**config.mk**
```make
export PLATFORM = sky130hd
export DESIGN_NAME = instr_sequencer
export DESIGN_NICKNAME = d
export VERILOG_FILES = /design/src/rtl/instr_sequencer.sv
export SDC_FILE = /design/constraint.sdc
export NUM_CORES = 1
export LEC_CHECK = 0
export ABC_AREA = 1
export BUFFER_PORTS_ARGS = -buffer_cell sky130_fd_sc_hd__buf_2
export CORE_ASPECT_RATIO = 2
export CORE_UTILIZATION = 45
export DETAILED_ROUTE_END_ITERATION = 10
export PLACE_DENSITY = 0.75
export SLEW_MARGIN = 20
export SYNTH_ARGS = -nofsm -noshare
export SYNTH_HDL_FRONTEND = slang
export SYNTH_SLANG_ARGS = --single-unit
```
**constraint.sdc**
```tcl
create_clock -name i_clk -period 1.5 [get_ports i_clk]
set_clock_uncertainty 0.05 [all_clocks]
set_input_delay 0.3 -clock i_clk [delete_from_list [all_inputs] [get_ports i_clk]]
set_output_delay 0.3 -clock i_clk [all_outputs]
set_load 0.02 [all_outputs]
```
**src/rtl/instr_sequencer.sv**
```systemverilog
// Fetch/execute sequencer for the 16-bit stack CPU: IDLE -> FETCH -> EXEC, one commit per retired word.
// Optional data-stack guard (FAULT state) is compiled in with `define SEQ_STACK_GUARD_EN.
module instr_sequencer #(
  parameter int PC_WIDTH    = 16,
  parameter int INSTR_WIDTH = 18,
  parameter int STACK_DEPTH = 16
) (
  input  logic                   i_clk,
  input  logic                   i_rst_n,
  input  logic                   i_run,
  output logic                   o_imem_req,
  output logic [PC_WIDTH-1:0]    o_imem_addr,
  input  logic                   i_imem_ack,
  input  logic [INSTR_WIDTH-1:0] i_imem_data,
  output logic [INSTR_WIDTH-1:0] o_instr,
  output logic                   o_instr_valid,
  input  logic                   i_stall,
  input  logic                   i_jump_taken,
  input  logic [PC_WIDTH-1:0]    i_jump_target,
  input  logic                   i_sp_push,
  input  logic                   i_sp_pop,
  output logic                   o_commit,
  output logic [PC_WIDTH-1:0]    o_pc,
  output logic [15:0]            o_retired,
  output logic                   o_busy,
  output logic                   o_fault
);
  localparam int DW = $clog2(STACK_DEPTH + 1);

  typedef enum logic [1:0] {S_IDLE, S_FETCH, S_EXEC, S_FAULT} state_e;

  state_e                   state_q;
  logic [PC_WIDTH-1:0]      pc_q, pc_d;
  logic [INSTR_WIDTH-1:0]   instr_q;
  logic [15:0]              retired_q;
  logic                     exec_done, guard_trip;

  assign exec_done = (state_q == S_EXEC) && !i_stall;
  assign pc_d      = i_jump_taken ? i_jump_target : pc_q + PC_WIDTH'(1);

`ifdef SEQ_STACK_GUARD_EN
  logic [DW-1:0] depth_q;
  logic          fault_q;
  logic          push_only, pop_only;

  assign push_only  = i_sp_push & ~i_sp_pop;
  assign pop_only   = i_sp_pop & ~i_sp_push;
  // An over/underflowing instruction never retires; it parks the sequencer in FAULT.
  assign guard_trip = exec_done &&
                      ((push_only && depth_q == DW'(STACK_DEPTH)) || (pop_only && depth_q == '0));
  assign o_fault    = fault_q;
`else
  logic [DW-1:0] unused_depth;
  logic          unused_sp;

  assign unused_depth = '0;
  assign unused_sp    = i_sp_push ^ i_sp_pop;
  assign guard_trip   = 1'b0;
  assign o_fault      = 1'b0;
`endif

  always_ff @(posedge i_clk or negedge i_rst_n) begin
    if (!i_rst_n) begin
      state_q   <= S_IDLE;
      pc_q      <= '0;
      instr_q   <= '0;
      retired_q <= '0;
`ifdef SEQ_STACK_GUARD_EN
      depth_q   <= '0;
      fault_q   <= 1'b0;
`endif
    end else begin
      case (state_q)
        S_IDLE:  if (i_run) state_q <= S_FETCH;
        S_FETCH: if (i_imem_ack) begin
          instr_q <= i_imem_data;
          state_q <= S_EXEC;
        end
        S_EXEC: if (exec_done) begin
          if (guard_trip) begin
            state_q <= S_FAULT;
`ifdef SEQ_STACK_GUARD_EN
            fault_q <= 1'b1;
`endif
          end else begin
            pc_q      <= pc_d;
            retired_q <= retired_q + 16'd1;
            state_q   <= i_run ? S_FETCH : S_IDLE;
`ifdef SEQ_STACK_GUARD_EN
            if (push_only)     depth_q <= depth_q + DW'(1);
            else if (pop_only) depth_q <= depth_q - DW'(1);
`endif
          end
        end
        default: state_q <= S_FAULT;
      endcase
    end
  end

  assign o_imem_req    = (state_q == S_FETCH);
  assign o_imem_addr   = pc_q;
  assign o_instr       = instr_q;
  assign o_instr_valid = (state_q == S_EXEC);
  assign o_commit      = exec_done && !guard_trip;
  assign o_pc          = pc_q;
  assign o_retired     = retired_q;
  assign o_busy        = (state_q != S_IDLE);
endmodule
```
### Word-level counts from Yosys, hierarchy flattened

Cells that the tools add are included.

* register bits: 52
* output and inout bits: 71
* word-level logic and storage cells: 24

* add/sub/neg operators: 2
* equal/unequal tests: 5
* muxes and demuxes: 6
* reductions and logical operators: 7

Operator list (count)
* 16-bit by 1-bit adder with 16-bit output, second input constant: 2
* 16-bit two-way mux: 1
* 2-bit two-way mux: 3
* 2-bit case mux with 3 select lines: 1
* 2-bit by 1-bit != test with 1-bit output, second input constant: 2
* 2-bit AND reduction: 2
* 3-bit AND reduction: 1
* 2-bit by 1-bit == test with 1-bit output, second input constant: 1
* 2-bit == test, second input constant: 1
* 2-bit logical NOT: 1
* 2-bit != test, second input constant: 1
* 2-bit nonzero test: 1
* 1-bit logical AND: 1
* 1-bit logical NOT: 1
* 1-bit two-way mux: 1

### Depth between registers and ports, before layout

Gate-level depths: netlist of the first run.

* word-level depth: 4
* depth in mapped cells: 10

### Worst setup path after synthesis of the first run

No wires, ideal clock.

* path type: reg-to-reg
* start: register pc_q[1], in the netlist o_imem_addr[1]
* end: register pc_q[8], in the netlist o_imem_addr[8]
* arrival time: 1.343 ns
* required time: 1.333 ns
* slack: -0.011 ns
* cell stages (with the launch flop): 9
* path buffers: 0
* cell sequence: dfrtp_1 -> ha_1 -> nand3_1 -> nor2_4 -> nand2_1 -> o21ai_1 -> nand2_1 -> o21ai_1 -> inv_1

* word-level cells in the longest chain between the ends: 2

Ends and longest elaborated chain
* start, declared: line 33 `logic [PC_WIDTH-1:0] pc_q, pc_d;`
* start signal, assigned: line 86 `pc_q <= pc_d;`
* 16-bit by 1-bit adder with 16-bit output: line 39 `assign pc_d = i_jump_taken ? i_jump_target : pc_q + PC_WIDTH'(1);`
* 16-bit two-way mux: line 39

No other way between the ends.
A chain may end at the register's enable or synchronous reset.

### Worst setup path after layout of the first run

* start: register state_q[1]
* end: output o_busy

* word-level cells in the longest chain between the ends: 1

Ends and longest elaborated chain
* start, declared: line 32 `state_e state_q;`
* start signal, assigned: line 88 `state_q <= i_run ? S_FETCH : S_IDLE;`
* 2-bit nonzero test: line 107 `assign o_busy = (state_q != S_IDLE);`
* end, declared: line 25 `output logic o_busy,`

No other way between the ends.

==> impl_metrics.ini, run 1 <==
[setup_path]
arrival_ns = 1.17
worstPathRequired_ns = 1.15
criticalPathCategory = reg2out
crit_start = state_q[1]$_DFFE_PN0P_
crit_path_start_kind = flop
endpoint_kind = output port
crit_fanout = 3
r2r_start = o_retired[1]$_DFFE_PN0P_

[clock_tree]
path_clk_slew_ns = 0.07
cts_root_buffer = clkbuf_16
cts_buffer_depth = 2
htreeDepth = 2
cts_inserted_buffers = 5
cts_tree = built
cts.sink_count = 52
clk_latency_ns = 0.30

[timing]
fin_crit_ns = 1.52
fin_ws_ns = -0.0159
rsz0062_at_grt = yes
period_share = 1.01
totalNegativeSetupSlack_ns = -0.0283
hold_violations = 0
whs_ns = 0.143
max_freq_mhz = 660
setup_viol = 2
finalMaxSlewViolations = 0

[drt]
first_pass_iters = 4
drt-total-wl_microns = 7760
drc = 0
vias = 2936
ant_nets = 0
wl_per_cell_microns = 13.0
drt_iter0_drc = 174
routed_via_density = 4.91

[final_layout]
diodes = 0
drive_gt1_frac = 0.371
most-common-layout-cells = nand2_1 (141), buf_2 (105), dfrtp_1 (45)
final_common_cell = nand2_1
fin_area_sq_um = 3950
nNetsFinal = 555
layout.cells.non_filler = 598
fillers = 564
syn_to_final_growth_pct = 35.4
finish.utilization = 0.632

[power]
switching_share = 0.451
pwr-share-seq = 0.334
power_switching_mw = 3.36
vdd_drop_max_mv = 1.44
power_frac_comb = 0.487
power_frac_clock = 0.179
total_power_mw = 7.44
p_leak_nw = 2.17
p_int_mw = 4.08
p_per_area_nw_per_um2 = 1880

[placement]
placed_cells = 581
placement.cell_area_sq_um = 3560
port_buffers = 109
dp_slack_ns = 0.0271
place_congestion = 0.849
hpwl_microns = 5580

[logic_synthesis]
synth_top_cell_by_area = dfrtp_1
ys_seq_area_frac = 0.446
syn_area_sq_um = 2920
synth_top_area_share = 0.446
syn_area_per_cell_sq_um = 7.45
synth.distinct_cells = 32
syn_inst = 392
yosys_warnings = 0
synth.net_count = 436
synth_seq_cells = 52
synth_area_leaders = dfrtp_1 (45%), nand2_1 (19%), buf_4 (4.6%), nor2_1 (4.6%), inv_1 (4.4%)

[global_route]
grt_start_max_net_pins = 53
grt.overflow.total = 0
antenna_found_initial = 0
grt_pass1_wl_microns = 12400
grt_pass1_vias = 2803
track_usage = 0.237

[worst_hold_path]
min_from = i_imem_data[1]
hold_class = in2reg

[floorplan]
rows = 41
ios = 113
die_w_microns = 59.0
die_y_microns = 116
die_area_sq_um = 6830
start_util = 0.466
core-area_sq_um = 6260

[outcome]
violations = setup timing
status = finished with violations

[job]
maxCapViolations = 0
-- flip-flops by register name, summed over array words and instances (netlist names) --
| register | cells |
|---|---|
| o_instr | 18 |
| o_imem_addr | 16 |
| o_retired | 16 |
| state_q | 2 |
-- power by group through the flow --
| stage | logic [mW] | registers [mW] | clock network, mW |
|---|---|---|---|
| CTS | 3.49 | 2.41 | 1.37 |
| floorplan | 1.76 | 2.99 | 0 |
| global placement | 3.32 | 2.41 | 0 |
| finish | 3.62 | 2.48 | 1.33 |
| global route | 3.98 | 2.54 | 1.42 |
| detailed placement | 3.39 | 2.43 | 0 |
-- worst max-delay path, cell delays in order (launching register included) --
cell	delay, ns
dfrtp_1	0.41
or2_2	0.32
buf_6	0.14
-- final timing paths --
kind	end	slack, ns	depth (start not counted)
worst max-delay path	o_busy	-0.02	2
worst min-delay path	o_instr[1]$_DFFE_PN0P_	0.14	3
worst max register to register	o_retired[8]$_DFFE_PN0P_	0.03	6
worst min register to register	o_instr[12]$_DFFE_PN0P_	0.43	2
max in group asynchronous	o_imem_addr[4]$_DFFE_PN0P_	0.64	3
min in group asynchronous	o_imem_addr[11]$_DFFE_PN0P_	0.47	3
-- layout make-up --
class,count,area [sq um],share of cell area
multi-input combinational,275,1390,0.350
sequential,52,1310,0.331
timing repair buffer,138,827,0.209
inverter,39,151,0.0383
clock buffer,5,125,0.0317
tap,86,108,0.0272
clock inverter,3,46.3,0.0117
-- cell families after synthesis --
family / share of synthesized area
adders and majority gates: 0.00857
buffers and inverters: 0.114
and+or+nand+nor: 0.352
AOI/OAI and AO/OA: 0.0480
DFF: 0.446
other: 0.00128
xor gates and xnor gates: 0.0300
-- metal layers --
| metal | vias up | track usage | routed length [microns] | share of wire |
|---|---|---|---|---|
| met3 | 18 | 0.0313 | 298 | 0.038 |
| li1 | 1435 | - | - | - |
| met5 | - | 0 | 0 | 0 |
| met4 | 0 | 0.130 | 243 | 0.031 |
| met2 | 106 | 0.445 | 4500 | 0.58 |
| met1 | 1377 | 0.242 | 2720 | 0.35 |
-- synth_stat cells, drive strengths merged --
master / n
a21oi: 8
nor2: 44
ha: 2
nand3: 22
and2: 1
xor2: 6
or2: 3
clkbuf: 2
dfrtp: 52
inv: 37
buf: 24
nand4: 8
o31ai: 1
clkinv: 2
nor3b: 1
o21a: 1
nor3: 4
conb: 1
nand3b: 3
nand2: 150
xnor2: 4
o21ai: 16
-- repair_timing --
action,4_1_cts,5_1_grt
setup endpoints to repair,3,37
setup buffers,4,4
hold endpoints to repair,52,0
resized for setup,9,34
hold buffers,1,0
pin swaps,1,12
Note: power is estimated with default switching activity, not from simulation.
==> run 2: changes to the inputs <==
Settings changed: ABC_CLOCK_PERIOD_IN_PS set to 1500, CORE_MARGIN set to 2, CTS_BUF_LIST set to sky130_fd_sc_hd__clkbuf_4 sky130_fd_sc_hd__clkbuf_8.
==> run 2 against run 1 <==
  * Maximum frequency shrank 4.0%
  * Combinational power shrank 2%
  * Clock-buffer cell count is the same
  * Worst setup slack lost 0.063 ns
  * Sequential share of layout area grew 1.0 points
  * Die area grew 5.2%
  * Flip-flop and latch count is the same
  * Critical path type unchanged
  * Global-route usage shrank 1.4 points
  * The flow still finishes with violations (setup timing)
  * Non-clock buffer count is the same
==> impl_metrics.ini, run 2 (same netlist as run 1, synthesis figures left out) <==
[outcome]
status = finished with violations
violations = setup timing

[timing]
setup_viol = 3
period_share = 1.05
max_freq_mhz = 634
fin_crit_ns = 1.58
totalNegativeSetupSlack_ns = -0.190
whs_ns = 0.120
rsz0062_at_grt = yes
hold_violations = 0
fin_ws_ns = -0.0785
finalMaxSlewViolations = 0

[final_layout]
syn_to_final_growth_pct = 30.9
multi_input_area_sq_um = 1360
final_common_cell = nand2_1
most-common-layout-cells = nand2_1 (144), buf_2 (105), dfrtp_1 (49)
largest_reg_flops = 18
fin_area_sq_um = 3820
diodes = 0
finish.utilization = 0.606
regArea_sq_um = 1310
drive_gt1_frac = 0.352
fillers = 598
nNetsFinal = 555

[setup_path]
critical_path.max_stage_delay_ns = 0.42
worstPathRequired_ns = 1.15
cp_common_cell = buf_6
crit_start = state_q[0]$_DFFE_PN0P_
r2r_cells = 10
crit_fanout = 2
crit_path_start_kind = flop
cp_top_family = flip-flops
crit_buf_inv = 2
path_cells = buf_6 > or2_4 > buf_6
criticalPathCategory = reg2out
endpoint_kind = output port
cp_slowest_cell = dfrtp_1
r2r_slack_ns = 0.05
r2r-end = o_retired[9]$_DFFE_PN0P_
r2r_start = state_q[0]$_DFFE_PN0P_
arrival_ns = 1.23

[worst_hold_path]
min_from = i_imem_data[14]
whs_endpoint = o_instr[14]$_DFFE_PN0P_
hold_class = in2reg
hold_depth = 3

[clock_tree]
cts_tree = built
cts.sink_count = 52
path_clk_slew_ns = 0.10
cts_buffer_depth = 2
htreeDepth = 2
clk_latency_ns = 0.31
cts_inserted_buffers = 5
cts_root_buffer = clkbuf_8

[drt]
ant_nets = 0
first_pass_iters = 5
routed_via_density = 4.76
drt_iter0_drc = 168
drc = 0
drt-total-wl_microns = 7600
wl_per_cell_microns = 12.7
vias = 2849

[floorplan]
die_y_microns = 118
rows = 41
core-area_sq_um = 6310
start_util = 0.463
die_area_sq_um = 7190
ios = 113
die_w_microns = 61.0

[global_route]
grt_pass1_vias = 2785
grt_pass1_wl_microns = 12400
grt.overflow.total = 0
track_usage = 0.223
antenna_found_initial = 0
grt_start_max_net_pins = 53

[job]
maxCapViolations = 0

[placement]
place_congestion = 0.830
port_buffers = 109
placement.cell_area_sq_um = 3530
hpwl_microns = 5520

[power]
p_leak_nw = 2.13
p_per_area_nw_per_um2 = 1800
total_power_mw = 6.87
vdd_drop_max_mv = 1.36
[run 2: cell count changes in the layout (fill, tap and decap cells not counted), sizes merged]
cell      before  now
clkinvlp       1    0
clkinv         1    3
bufinv         1    0
[run 2: layout make-up]
class                      count  area share
multi-input combinational    275       0.355
sequential                    52       0.342
timing repair buffer         138       0.212
clock buffer                   5      0.0180
tap                           86      0.0282
clock inverter                 3     0.00688
inverter                      39      0.0386
[run 2: per-stage QoR]
stage	instances	setup WS [ns]
after floorplan	392	0.00585
final	598	-0.0785
after CTS	592	-0.0678
after detailed placement	578	-0.0126
after global placement	578	0.0577
after global routing	598	-0.127
[run 2: worst min-delay path: stages]
cell	delay (ns)
buf_2	0.07
nand2_1	0.04
nand2_1	0.04
[run 2: routing by layer]
layer / part of all wire / track usage / routed length, microns / vias to the layer above
met1: 0.38 / 0.246 / 2870 / 1324
met4: 0.023 / 0.0856 / 172 / 0
met3: 0.044 / 0.0451 / 332 / 18
met5: 0 / 0 / 0 / -
met2: 0.56 / 0.395 / 4220 / 76
li1: - / - / - / 1431
[run 2: timing repair]
item	in CTS	in global routing
pin swaps	1	8
gates resized for setup	11	17
buffers inserted	5	6
endpoints found under the hold margin	52	0
setup endpoints to repair	4	19
hold buffers	1	0
[run 2: how the worst max path moves through the flow]
stage	end	cells past startpoint
global placement	o_imem_addr[8]$_DFFE_PN0P_	8
finish	o_busy	3
global route	o_commit	5
CTS	o_commit	5
detailed placement	o_imem_addr[8]$_DFFE_PN0P_	8
floorplan	o_retired[8]$_DFFE_PN0P_	6
[run 2: report_power, final]
part	leakage (nW)	internal, mW	switching, mW
Clock	0.0491	0.345	0.520
Sequential	0.636	1.92	0.525
Combinational	1.45	1.31	2.25
Total	2.13	3.57	3.29
==> run 3: changes to the inputs <==
Settings changed: CORE_UTILIZATION 45 to 51, PLACE_DENSITY 0.75 to 0.83.
==> run 3 against run 2 <==
  * The run now ends clean
  * Final area shrank 3.2%
  * Flip-flop and latch count is the same
  * Routed wire length shrank 14%
  * Register-to-register slack is essentially flat
  * Utilization grew 5.3 points
  * Critical path depth shrank 1
  * Largest cell class unchanged
  * Highest routed layer unchanged
==> impl_metrics.ini, run 3 (same netlist as run 1, synthesis figures left out) <==
[outcome]
status = complete, no violations

[final_layout]
most-common-layout-cells = nand2_1 (144), buf_2 (106), dfrtp_1 (47)
nNetsFinal = 545
final_common_cell = nand2_1
fin_area_sq_um = 3700
diodes = 0
drive_gt1_frac = 0.329
layout.cells.non_filler = 562
largest_reg_flops = 18
syn_to_final_growth_pct = 26.7

[timing]
hold_violations = 0
totalNegativeSetupSlack_ns = 0
finalMaxSlewViolations = 0
fin_crit_ns = 1.47
rsz0062_at_grt = yes
setup_viol = 0
period_share = 0.983
max_freq_mhz = 678
fin_ws_ns = 0.0254

[drt]
drt_iter0_drc = 104
vias = 2767
wl_per_cell_microns = 11.6
first_pass_iters = 4
wl_met3_microns = 317
top_layer = met4
ant_nets = 0
drc = 0
dr_wl_met2_microns = 3190
routed_via_density = 4.92
drt-total-wl_microns = 6540
wl_met1_microns = 2950

[placement]
hpwl_microns = 4740
dp_slack_ns = 0.0322
placement.cell_area_sq_um = 3490
placed_cells = 549
port_buffers = 109
place_congestion = 0.808

[clock_tree]
cts.sink_count = 52
cts_inserted_buffers = 5
htreeDepth = 2
cts_tree = built
clk_latency_ns = 0.30
cts_root_buffer = clkbuf_8
path_clk_slew_ns = 0.09
cts_buffer_depth = 2

[setup_path]
crit_fanout = 3
crit_path_start_kind = flop
r2r_start = state_q[0]$_DFFE_PN0P_
r2r_cells = 10
arrival_ns = 1.12
endpoint_kind = output port
r2r-end = o_retired[9]$_DFFE_PN0P_
criticalPathCategory = reg2out
worstPathRequired_ns = 1.15
r2r_slack_ns = 0.04

[worst_hold_path]
min_from = i_imem_data[7]
hold_class = in2reg
hold_depth = 3
whs_endpoint = o_instr[7]$_DFFE_PN0P_

[power]
p_leak_nw = 2.06
vdd_drop_max_mv = 1.28
p_per_area_nw_per_um2 = 1790

[global_route]
track_usage = 0.212
grt_pass1_wl_microns = 11000
antenna_found_initial = 0
grt.overflow.total = 0
grt_pass1_vias = 2546
grt_start_max_net_pins = 37

[floorplan]
ios = 113
die_w_microns = 57.5
die_area_sq_um = 6380
rows = 39
start_util = 0.520
core-area_sq_um = 5610
die_y_microns = 111

[job]
maxCapViolations = 0
==> run 3: worst max path at each step <==
stage	endpoint	cells after the start	slack, ns	startpoint
6_report	o_busy	2	0.03	state_q[1]$_DFFE_PN0P_
3_3_place_gp	o_imem_addr[8]$_DFFE_PN0P_	8	0.06	o_imem_addr[0]$_DFFE_PN0P_
2_1_floorplan	o_retired[8]$_DFFE_PN0P_	6	0.006	o_retired[0]$_DFFE_PN0P_
3_5_place_dp	o_imem_addr[8]$_DFFE_PN0P_	8	0.03	o_imem_addr[0]$_DFFE_PN0P_
5_1_grt	o_retired[9]$_DFFE_PN0P_	10	-0.06	state_q[0]$_DFFE_PN0P_
4_1_cts	o_commit	4	0.003	state_q[0]$_DFFE_PN0P_
==> run 3: layout make-up <==
| class | count | area, sq um |
|---|---|---|
| fill | 500 | 1910 |
| multi-input combinational | 275 | 1330 |
| sequential | 52 | 1310 |
| timing repair buffer | 128 | 743 |
| inverter | 39 | 150 |
| clock buffer | 6 | 82.6 |
| tap | 61 | 76.3 |
| clock inverter | 1 | 8.76 |
==> run 3: per-stage QoR <==
stage | total power, mW | hold slack (ns) | utilization
final | 6.61 | 0.141 | 0.659
after global routing | 7.11 | 0.137 | 0.659
after CTS | 6.53 | 0.132 | 0.645
after detailed placement | 5.67 | 0.121 | 0.623
after global placement | 5.58 | 0.119 | 0.623
after floorplan | 4.75 | -0.0456 | -
==> run 3: metal layers <==
layer	up-vias	track usage
li1	1418	-
met1	1260	0.285
met2	83	0.345
met3	6	0.0280
met4	0	0.0713
met5	-	0
==> run 3: what timing repair did <==
action | in CTS | in global routing
hold buffers | 1 | 0
cloned | 0 | 0
endpoints found under the hold margin | 7 | 0
endpoints found under the setup margin | 2 | 14
gates resized for setup | 5 | 14
pin swaps | 1 | 8
setup buffers | 1 | 4
==> run 3: worst max-delay path: stages (launching register included) <==
cell and delay [ns]:
dfrtp_1 0.44, or2_4 0.27, buf_6 0.13
==> run 3: report_power, final <==
group | switching (mW) | internal, mW
Sequential | 0.513 | 1.92
Clock | 0.438 | 0.369
Combinational | 2.16 | 1.21
Total | 3.11 | 3.50
